### config.mk
export PLATFORM = sky130hd
export DESIGN_NAME = display_scan_controller_flat
export DESIGN_NICKNAME = d
export VERILOG_FILES = /design/src/rtl/display_pkg.sv /design/src/rtl/display_scan_controller_if.sv /design/src/rtl/display_dwell_timer.sv /design/src/rtl/display_scan_controller.sv /design/src/flat_wrapper.sv
export SDC_FILE = /design/constraint.sdc
export NUM_CORES = 1
export LEC_CHECK = 0
export ABC_AREA = 1
export CAP_MARGIN = 0
export CORE_MARGIN = 4
export CORE_UTILIZATION = 52
export CTS_CLUSTER_DIAMETER = 40
export DETAILED_ROUTE_END_ITERATION = 6
export PLACE_DENSITY = 0.77
export SKIP_CTS_REPAIR_TIMING = 1
export SYNTH_ARGS = -nofsm -noshare
export SYNTH_HDL_FRONTEND = slang
export SYNTH_SLANG_ARGS = --single-unit
### constraint.sdc
create_clock -name clock -period 2.6 [get_ports clock]
set_clock_uncertainty 0.2 [all_clocks]
set_input_delay 0.65 -clock clock [delete_from_list [all_inputs] [get_ports clock]]
set_output_delay 0.65 -clock clock [all_outputs]
set_load 0.05 [all_outputs]
### src/rtl/display_pkg.sv
// -----------------------------------------------------------------------------
// display_pkg
// Shared types and helpers for the multiplexed seven-segment scan controller.
//   scan_state_t  : scan FSM states (IDLE, BLANK, SHOW)
//   frame_word_t  : one displayable frame (four hex nibbles + four decimal points)
//   NUM_DIGITS    : number of multiplexed digits
//   anode_decode  : digit index -> active-low one-hot anode enables
//   lz_dark       : leading-zero suppression test for one digit of a value
// -----------------------------------------------------------------------------
package display_pkg;

    localparam int NUM_DIGITS = 4;

    typedef enum logic [1:0] {
        IDLE,
        BLANK,
        SHOW
    } scan_state_t;

    typedef struct packed {
        logic [4*NUM_DIGITS-1:0] value;
        logic [NUM_DIGITS-1:0]   dp;
    } frame_word_t;

    function automatic logic [3:0] anode_decode(input logic [1:0] digit);
        logic [3:0] onehot;
        onehot = 4'b0001 << digit;
        return ~onehot;
    endfunction

    // A digit is dark when its own nibble and every nibble to its left are
    // zero. Digit 0 always lights so a zero value still shows "0".
    function automatic logic lz_dark(input logic [1:0] digit, input logic [15:0] value);
        logic dark;
        case (digit)
            2'd3:    dark = (value[15:12] == 4'h0);
            2'd2:    dark = (value[15:8]  == 8'h00);
            2'd1:    dark = (value[15:4]  == 12'h000);
            default: dark = 1'b0;
        endcase
        return dark;
    endfunction

endpackage

### src/rtl/display_scan_controller_if.sv
// -----------------------------------------------------------------------------
// display_scan_controller_if
// Valid/ready channel carrying a new display value into the scan controller.
//   value_in    : four hex nibbles, [3:0] is the rightmost digit
//   dp_in       : decimal points, one per digit
//   value_valid : source offers value_in/dp_in
//   value_ready : sink's pending buffer is empty
// Modports: master (value source), slave (scan controller).
// -----------------------------------------------------------------------------
interface display_scan_controller_if;
    import display_pkg::*;

    logic [4*NUM_DIGITS-1:0] value_in;
    logic [NUM_DIGITS-1:0]   dp_in;
    logic                    value_valid;
    logic                    value_ready;

    modport master (
        output value_in,
        output dp_in,
        output value_valid,
        input  value_ready
    );

    modport slave (
        input  value_in,
        input  dp_in,
        input  value_valid,
        output value_ready
    );

endinterface

### src/rtl/display_dwell_timer.sv
// -----------------------------------------------------------------------------
// display_dwell_timer
// Per-slot cycle counter for the scan controller. Counts 0..DWELL_CYCLES-1 and
// wraps; held at zero while clear is high.
//   clock, reset : system clock, synchronous active-high reset
//   clear        : force the count to zero (scan idle)
//   slot_last    : high in the last cycle of a digit slot
//   blank_done   : high in the last blanking cycle of a slot (never when
//                  BLANK_CYCLES is 0)
// -----------------------------------------------------------------------------
module display_dwell_timer #(
    parameter int DWELL_CYCLES = 16,
    parameter int BLANK_CYCLES = 2
) (
    input  logic clock,
    input  logic reset,
    input  logic clear,
    output logic slot_last,
    output logic blank_done
);

    localparam int CNT_W = $clog2(DWELL_CYCLES);
    localparam logic [CNT_W-1:0] SLOT_LAST  = CNT_W'(DWELL_CYCLES - 1);
    localparam logic [CNT_W-1:0] BLANK_LAST = (BLANK_CYCLES > 0) ? CNT_W'(BLANK_CYCLES - 1) : '0;

    logic [CNT_W-1:0] count_q;
    logic [CNT_W-1:0] count_d;

    assign slot_last  = (count_q == SLOT_LAST);
    assign blank_done = (BLANK_CYCLES > 0) && (count_q == BLANK_LAST);

    always_comb begin
        if (clear || slot_last) begin
            count_d = '0;
        end else begin
            count_d = count_q + CNT_W'(1);
        end
    end

    // NOTE: sequential state is always assigned with <= so every flop samples
    // the pre-edge values of its neighbours, independent of block ordering.
    always_ff @(posedge clock) begin
        if (reset) begin
            count_q <= '0;
        end else begin
            count_q <= count_d;
        end
    end

endmodule

### src/rtl/display_scan_controller.sv
// -----------------------------------------------------------------------------
// display_scan_controller
// Time-slices one hex-to-segment path across four common anodes, with a
// blanking gap at the start of every digit slot to suppress ghosting. New
// values arrive through a valid/ready channel into a pending buffer and are
// committed to the active buffer only at a frame boundary (or while idle), so
// a frame never shows a mix of two values.
//   clock, reset : system clock, synchronous active-high reset
//   enable       : scan enable; low forces the display dark
//   lz_blank     : leading-zero suppression enable
//   value_if     : value_in/dp_in/value_valid in, value_ready out
//   digit_sel    : index of the current digit slot
//   hex_out      : nibble for the segment decoder
//   dp_out       : decimal point for the current digit
//   anode_n      : active-low one-hot anode enables
//   frame_start  : one-cycle pulse in the first cycle of the digit-0 slot
// All outputs are registered.
// -----------------------------------------------------------------------------
module display_scan_controller
    import display_pkg::*;
#(
    parameter int DWELL_CYCLES = 16,
    parameter int BLANK_CYCLES = 2
) (
    input  logic                             clock,
    input  logic                             reset,
    input  logic                             enable,
    input  logic                             lz_blank,
    display_scan_controller_if.slave         value_if,
    output logic [1:0]                       digit_sel,
    output logic [3:0]                       hex_out,
    output logic                             dp_out,
    output logic [3:0]                       anode_n,
    output logic                             frame_start
);

    // With no blanking gap a slot goes straight to SHOW.
    localparam scan_state_t SLOT_ENTRY = (BLANK_CYCLES == 0) ? SHOW : BLANK;

    scan_state_t state_q, state_d;
    logic [1:0]  digit_q, digit_d;
    frame_word_t pending_q, pending_d;
    logic        pend_full_q, pend_full_d;
    frame_word_t active_q, active_d;
    logic        value_ready_q, value_ready_d;
    logic [3:0]  anode_n_q, anode_n_d;
    logic [3:0]  hex_out_q, hex_out_d;
    logic        dp_out_q, dp_out_d;
    logic        frame_start_q, frame_start_d;

    logic slot_last;
    logic blank_done;
    logic timer_clear;
    logic frame_last;
    logic accept;
    logic commit;
    logic dark;

    display_dwell_timer #(
        .DWELL_CYCLES (DWELL_CYCLES),
        .BLANK_CYCLES (BLANK_CYCLES)
    ) u_dwell_timer (
        .clock      (clock),
        .reset      (reset),
        .clear      (timer_clear),
        .slot_last  (slot_last),
        .blank_done (blank_done)
    );

    // Counter restarts from zero both while idle and on the edge that drops
    // enable, so a re-enable always begins a clean digit-0 slot.
    assign timer_clear = !enable || (state_q == IDLE);

    assign frame_last = (state_q == SHOW) && (digit_q == 2'd3) && slot_last;
    assign accept     = value_if.value_valid && value_ready_q;
    // value_ready is low whenever pend_full is set, so accept and commit are
    // mutually exclusive.
    assign commit     = pend_full_q && ((state_q == IDLE) || frame_last);

    // NOTE: every signal assigned here gets a default first, so no path can
    // leave one unassigned and infer a latch.
    always_comb begin
        state_d       = state_q;
        digit_d       = digit_q;
        pending_d     = pending_q;
        pend_full_d   = pend_full_q;
        active_d      = active_q;
        anode_n_d     = 4'b1111;
        hex_out_d     = 4'h0;
        dp_out_d      = 1'b0;
        frame_start_d = 1'b0;
        dark          = 1'b0;

        if (commit) begin
            active_d    = pending_q;
            pend_full_d = 1'b0;
        end
        if (accept) begin
            pending_d.value = value_if.value_in;
            pending_d.dp    = value_if.dp_in;
            pend_full_d     = 1'b1;
        end
        value_ready_d = !pend_full_d;

        if (!enable) begin
            state_d = IDLE;
            digit_d = 2'd0;
        end else begin
            case (state_q)
                IDLE: begin
                    state_d       = SLOT_ENTRY;
                    digit_d       = 2'd0;
                    frame_start_d = 1'b1;
                end
                BLANK: begin
                    if (blank_done) begin
                        state_d = SHOW;
                    end
                end
                SHOW: begin
                    if (slot_last) begin
                        state_d       = SLOT_ENTRY;
                        digit_d       = digit_q + 2'd1;
                        frame_start_d = frame_last;
                    end
                end
                default: begin
                    state_d = IDLE;
                    digit_d = 2'd0;
                end
            endcase
        end

        // Outputs are computed from the next-cycle state and buffer so that
        // the registered copies line up with the slot they describe.
        if (state_d != IDLE) begin
            dark      = lz_blank && lz_dark(digit_d, active_d.value);
            hex_out_d = active_d.value[{digit_d, 2'b00} +: 4];
            dp_out_d  = dark ? 1'b0 : active_d.dp[digit_d];
            if ((state_d == SHOW) && !dark) begin
                anode_n_d = anode_decode(digit_d);
            end
        end
    end

    // NOTE: the pending/active buffers are reset as well: reset discards any
    // queued value and the display must come back showing zero.
    always_ff @(posedge clock) begin
        if (reset) begin
            state_q       <= IDLE;
            digit_q       <= 2'd0;
            pending_q     <= '0;
            pend_full_q   <= 1'b0;
            active_q      <= '0;
            value_ready_q <= 1'b1;
            anode_n_q     <= 4'b1111;
            hex_out_q     <= 4'h0;
            dp_out_q      <= 1'b0;
            frame_start_q <= 1'b0;
        end else begin
            state_q       <= state_d;
            digit_q       <= digit_d;
            pending_q     <= pending_d;
            pend_full_q   <= pend_full_d;
            active_q      <= active_d;
            value_ready_q <= value_ready_d;
            anode_n_q     <= anode_n_d;
            hex_out_q     <= hex_out_d;
            dp_out_q      <= dp_out_d;
            frame_start_q <= frame_start_d;
        end
    end

    assign value_if.value_ready = value_ready_q;
    assign digit_sel            = digit_q;
    assign hex_out              = hex_out_q;
    assign dp_out               = dp_out_q;
    assign anode_n              = anode_n_q;
    assign frame_start          = frame_start_q;

endmodule

### src/flat_wrapper.sv
// flat-port wrapper written by rule: the top's interface ports become plain ports
module display_scan_controller_flat import display_pkg::*;
#(
    parameter int DWELL_CYCLES = 16,
    parameter int BLANK_CYCLES = 2
)
  (clock, reset, enable, lz_blank, digit_sel, hex_out, dp_out, anode_n, frame_start, value_if_value_in, value_if_dp_in, value_if_value_valid, value_if_value_ready);
  display_scan_controller_if value_if_i ();
  input  logic clock;
  input  logic reset;
  input  logic enable;
  input  logic lz_blank;
  output logic [1:0] digit_sel;
  output logic [3:0] hex_out;
  output logic dp_out;
  output logic [3:0] anode_n;
  output logic frame_start;
  input wire logic [$bits(value_if_i.value_in)-1:0] value_if_value_in;
  input wire logic [$bits(value_if_i.dp_in)-1:0] value_if_dp_in;
  input wire logic [$bits(value_if_i.value_valid)-1:0] value_if_value_valid;
  output wire logic [$bits(value_if_i.value_ready)-1:0] value_if_value_ready;
  assign value_if_i.value_in = value_if_value_in;
  assign value_if_i.dp_in = value_if_dp_in;
  assign value_if_i.value_valid = value_if_value_valid;
  assign value_if_value_ready = value_if_i.value_ready;
  display_scan_controller #(.DWELL_CYCLES(DWELL_CYCLES), .BLANK_CYCLES(BLANK_CYCLES)) u_core (.clock(clock), .reset(reset), .enable(enable), .lz_blank(lz_blank), .value_if(value_if_i), .digit_sel(digit_sel), .hex_out(hex_out), .dp_out(dp_out), .anode_n(anode_n), .frame_start(frame_start));
endmodule
==> results_dict.tcl <==
set metrics [dict create \
    r2r_end "u_core.anode_n[2]$_SDFF_PP1_" \
    vias_per_cell 4.83 \
    cap_violations 0 \
    finalWorstSetupSlack_ns 0.213 \
    async_flop_share 0 \
    status "finished, final reports clean" \
    dpl_cell_area_mm2 0.00300 \
    dpl.hpwl_um 3930 \
    synth_largest_area_cell "dfxtp_1" \
    grt_setup_unrepaired "no" \
    tns_ns 0 \
    synth_most_common_cell "nand2_1" \
    syn_to_final_growth_pct 25.8 \
    io-pin-count 38 \
    power_density_mw_per_mm2 648 \
    timing.fmax_mhz 419 \
    postSynthCellCount 353 \
    grt_pass1_wl_um 9280 \
    vias 2259 \
    cts-root-buf "clkbuf_8" \
    crit_chain "clkdlybuf4s50_1" \
    core_mm2 0.00472 \
    rows 25 \
    synth_area_mm2 0.00254 \
    ys_ff_latch 60 \
    crit_path_top_delay_cell "clkdlybuf4s50_1" \
    grt_busiest_layer "met2" \
    multi_input_area_mm2 0.00112 \
    holdPathStages 1 \
    die_w_um 77.9 \
    fin_cells 468 \
    crit_path_end "digit_sel[0]" \
    track_usage 0.194 \
    ys_warn_count 0 \
    vdd_drop_max_v 0.000397 \
    regArea_mm2 0.00120 \
    cp-start-kind "register" \
    netlist_top_cells_count "nand2_1, nor2_1, dfxtp_1, inv_1, o21ai_0" \
    period_share 0.918 \
    ys_seq_area_frac 0.472 \
    path_depth 1 \
    p_leak_nw 1.42 \
    setup_viol 0 \
    ctsHtreeMaxLevel 3 \
    ys_types 26 \
    clk_pin_slew_ns 0.06 \
    io_buffer_count 37 \
    grt_max_degree 28 \
    synth_nets 385 \
    synth-edff-count 0 \
    worstReg2RegStart "u_core.state_q[0]$_SDFF_PP0_" \
    synth_area_per_cell_um2 7.21 \
    num_antenna_cells 0 \
    pre_cts_slack_ns 0.150 \
    cts_buffers 9 \
    place_congestion 0.840 \
    wl_per_cell_um 11.6 \
    dr.pass1.iters 4 \
    crit_required_ns 1.75 \
    clkLatencyLatePin_ns 0.34 \
    met1_usage 0.253 \
    drt-total-wl_um 5410 \
    met3_usage 0.0487 \
    start_util 0.539 \
    period_minus_slack_ns 2.39 \
    path_class "reg -> out" \
    use_met2 0.305 \
    ant_nets 0 \
    hold_viol 0 \
    cpPeakStageDelay_ns 0.82 \
    cts_buffer_depth 2 \
    dieArea_mm2 0.00607 \
    r2r_setup_slack_ns 0.31 \
    holdWs_ns 0.266 \
    endpoint_kind "output pin" \
    remaining_drc_errors 0 \
    cp_max_fo 4 \
    antenna_found_initial 0 \
    crit_buf_inv 1 \
    clock-sinks 60 \
    worst_ep_arrival_time_ns 1.54 \
    path_delay_family "buffers and inverters" \
    critical_path.startpoint "u_core.digit_sel[0]$_SDFF_PP0_" \
    drive_above_1_share 0.0823 \
    grt_pass1_vias 2074 \
    yosys-top-cells-area "dfxtp_1, nand2_1, nor2_1" \
    fillCellCount 421 \
    slew_violations 0 \
    cts_tree "done" \
    dp.cells 452 \
    final_area_mm2 0.00320 \
    hold_class "reg -> reg" \
    worst_pin_slew_ns 0.510 \
    die-height_um 77.9 \
    nets 428 \
    overflow 0 \
    drt_iter0_drc 157 \
    synth_ff_type "dfxtp_1" \
    reg2reg_depth 14 \
    yosysTopAreaCellShare 0.472 \
    relSlewSlack 0.659 \
]
==> flip-flops by register name, indices dropped and copies added (netlist names) <==
| name | flops |
|---|---|
| u_core.active_q | 20 |
| u_core.anode_n | 4 |
| u_core.digit_sel | 2 |
| u_core.dp_out | 1 |
| u_core.frame_start | 1 |
| u_core.hex_out | 4 |
| u_core.pend_full_q | 1 |
| u_core.pending_q | 20 |
| u_core.state_q | 2 |
| u_core.u_dwell_timer.count_q | 4 |
| u_core.value_if.value_ready | 1 |
==> kinds of logic (layout without fill, tap and decap cells) <==
| group | after synthesis | count (layout) | synth area share |
|---|---|---|---|
| and+or+nand+nor | 169 | 169 | 0.274 |
| DFF | 60 | 60 | 0.472 |
| AOI/OAI and AO/OA | 59 | 59 | 0.125 |
| buffers and inverters | 56 | 104 | 0.0871 |
| adders and majority gates | 7 | 7 | 0.0344 |
| xor gates and xnor gates | 2 | 2 | 0.00689 |
==> power by group <==
| part | switching [W] | total (W) | leakage [nW] | internal (W) |
|---|---|---|---|---|
| sequential | 0.0000249 | 0.000993 | 0.491 | 0.000968 |
| combinational | 0.000147 | 0.000247 | 0.821 | 0.000101 |
| clock | 0.000347 | 0.000835 | 0.109 | 0.000487 |
==> metrics by stage <==
step,total power (W),utilization
6_report,0.00207,0.677
5_1_grt,0.00216,0.677
4_1_cts,0.00208,0.677
3_5_place_dp,0.00125,0.635
3_3_place_gp,0.00125,0.635
2_1_floorplan,0.00116,-
==> placed cells by master, fill, tap and decap left out, drive strengths merged <==
| cell type | netlist | layout |
|---|---|---|
| a21oi | 19 | 19 |
| a31oi | 1 | 1 |
| buf | 5 | 8 |
| bufinv | 0 | 1 |
| clkbuf | 8 | 11 |
| clkdlybuf4s50 | 0 | 37 |
| clkinv | 2 | 6 |
| dfxtp | 60 | 60 |
| ha | 7 | 7 |
| inv | 41 | 41 |
| nand2 | 73 | 73 |
| nand3 | 15 | 15 |
| nand4 | 11 | 11 |
| nor2 | 69 | 69 |
| o21a | 3 | 3 |
| o21ai | 35 | 35 |
| o21bai | 1 | 1 |
| or2 | 1 | 1 |
| xnor2 | 1 | 1 |
| xor2 | 1 | 1 |
==> area by class of cell <==
cell class | count | share of cell area
Sequential cell | 60 | 0.375
Multi-Input combinational cell | 237 | 0.350
Timing Repair Buffer | 45 | 0.135
Inverter | 43 | 0.0504
Clock buffer | 11 | 0.0473
Tap cell | 67 | 0.0262
Clock inverter | 5 | 0.0156
==> layer usage <==
| layer | wire length (µm) | up-vias |
|---|---|---|
| li1 | - | 1203 |
| met1 | 2650 | 974 |
| met2 | 2330 | 70 |
| met3 | 330 | 12 |
| met4 | 106 | 0 |
| met5 | 0 | - |
==> worst min path at each step <==
stage,start,end
2_1_floorplan,u_core.pending_q[0]$_SDFFE_PP0P_,u_core.pending_q[0]$_SDFFE_PP0P_
3_5_place_dp,u_core.pending_q[1]$_SDFFE_PP0P_,u_core.pending_q[1]$_SDFFE_PP0P_
5_1_grt,u_core.active_q[12]$_SDFF_PP0_,u_core.active_q[12]$_SDFF_PP0_
3_3_place_gp,u_core.pending_q[1]$_SDFFE_PP0P_,u_core.pending_q[1]$_SDFFE_PP0P_
6_report,u_core.u_dwell_timer.count_q[0]$_SDFF_PP0_,u_core.u_dwell_timer.count_q[0]$_SDFF_PP0_
4_1_cts,u_core.pending_q[1]$_SDFFE_PP0P_,u_core.pending_q[1]$_SDFFE_PP0P_
No activity file was read; power rests on OpenSTA's default activity.
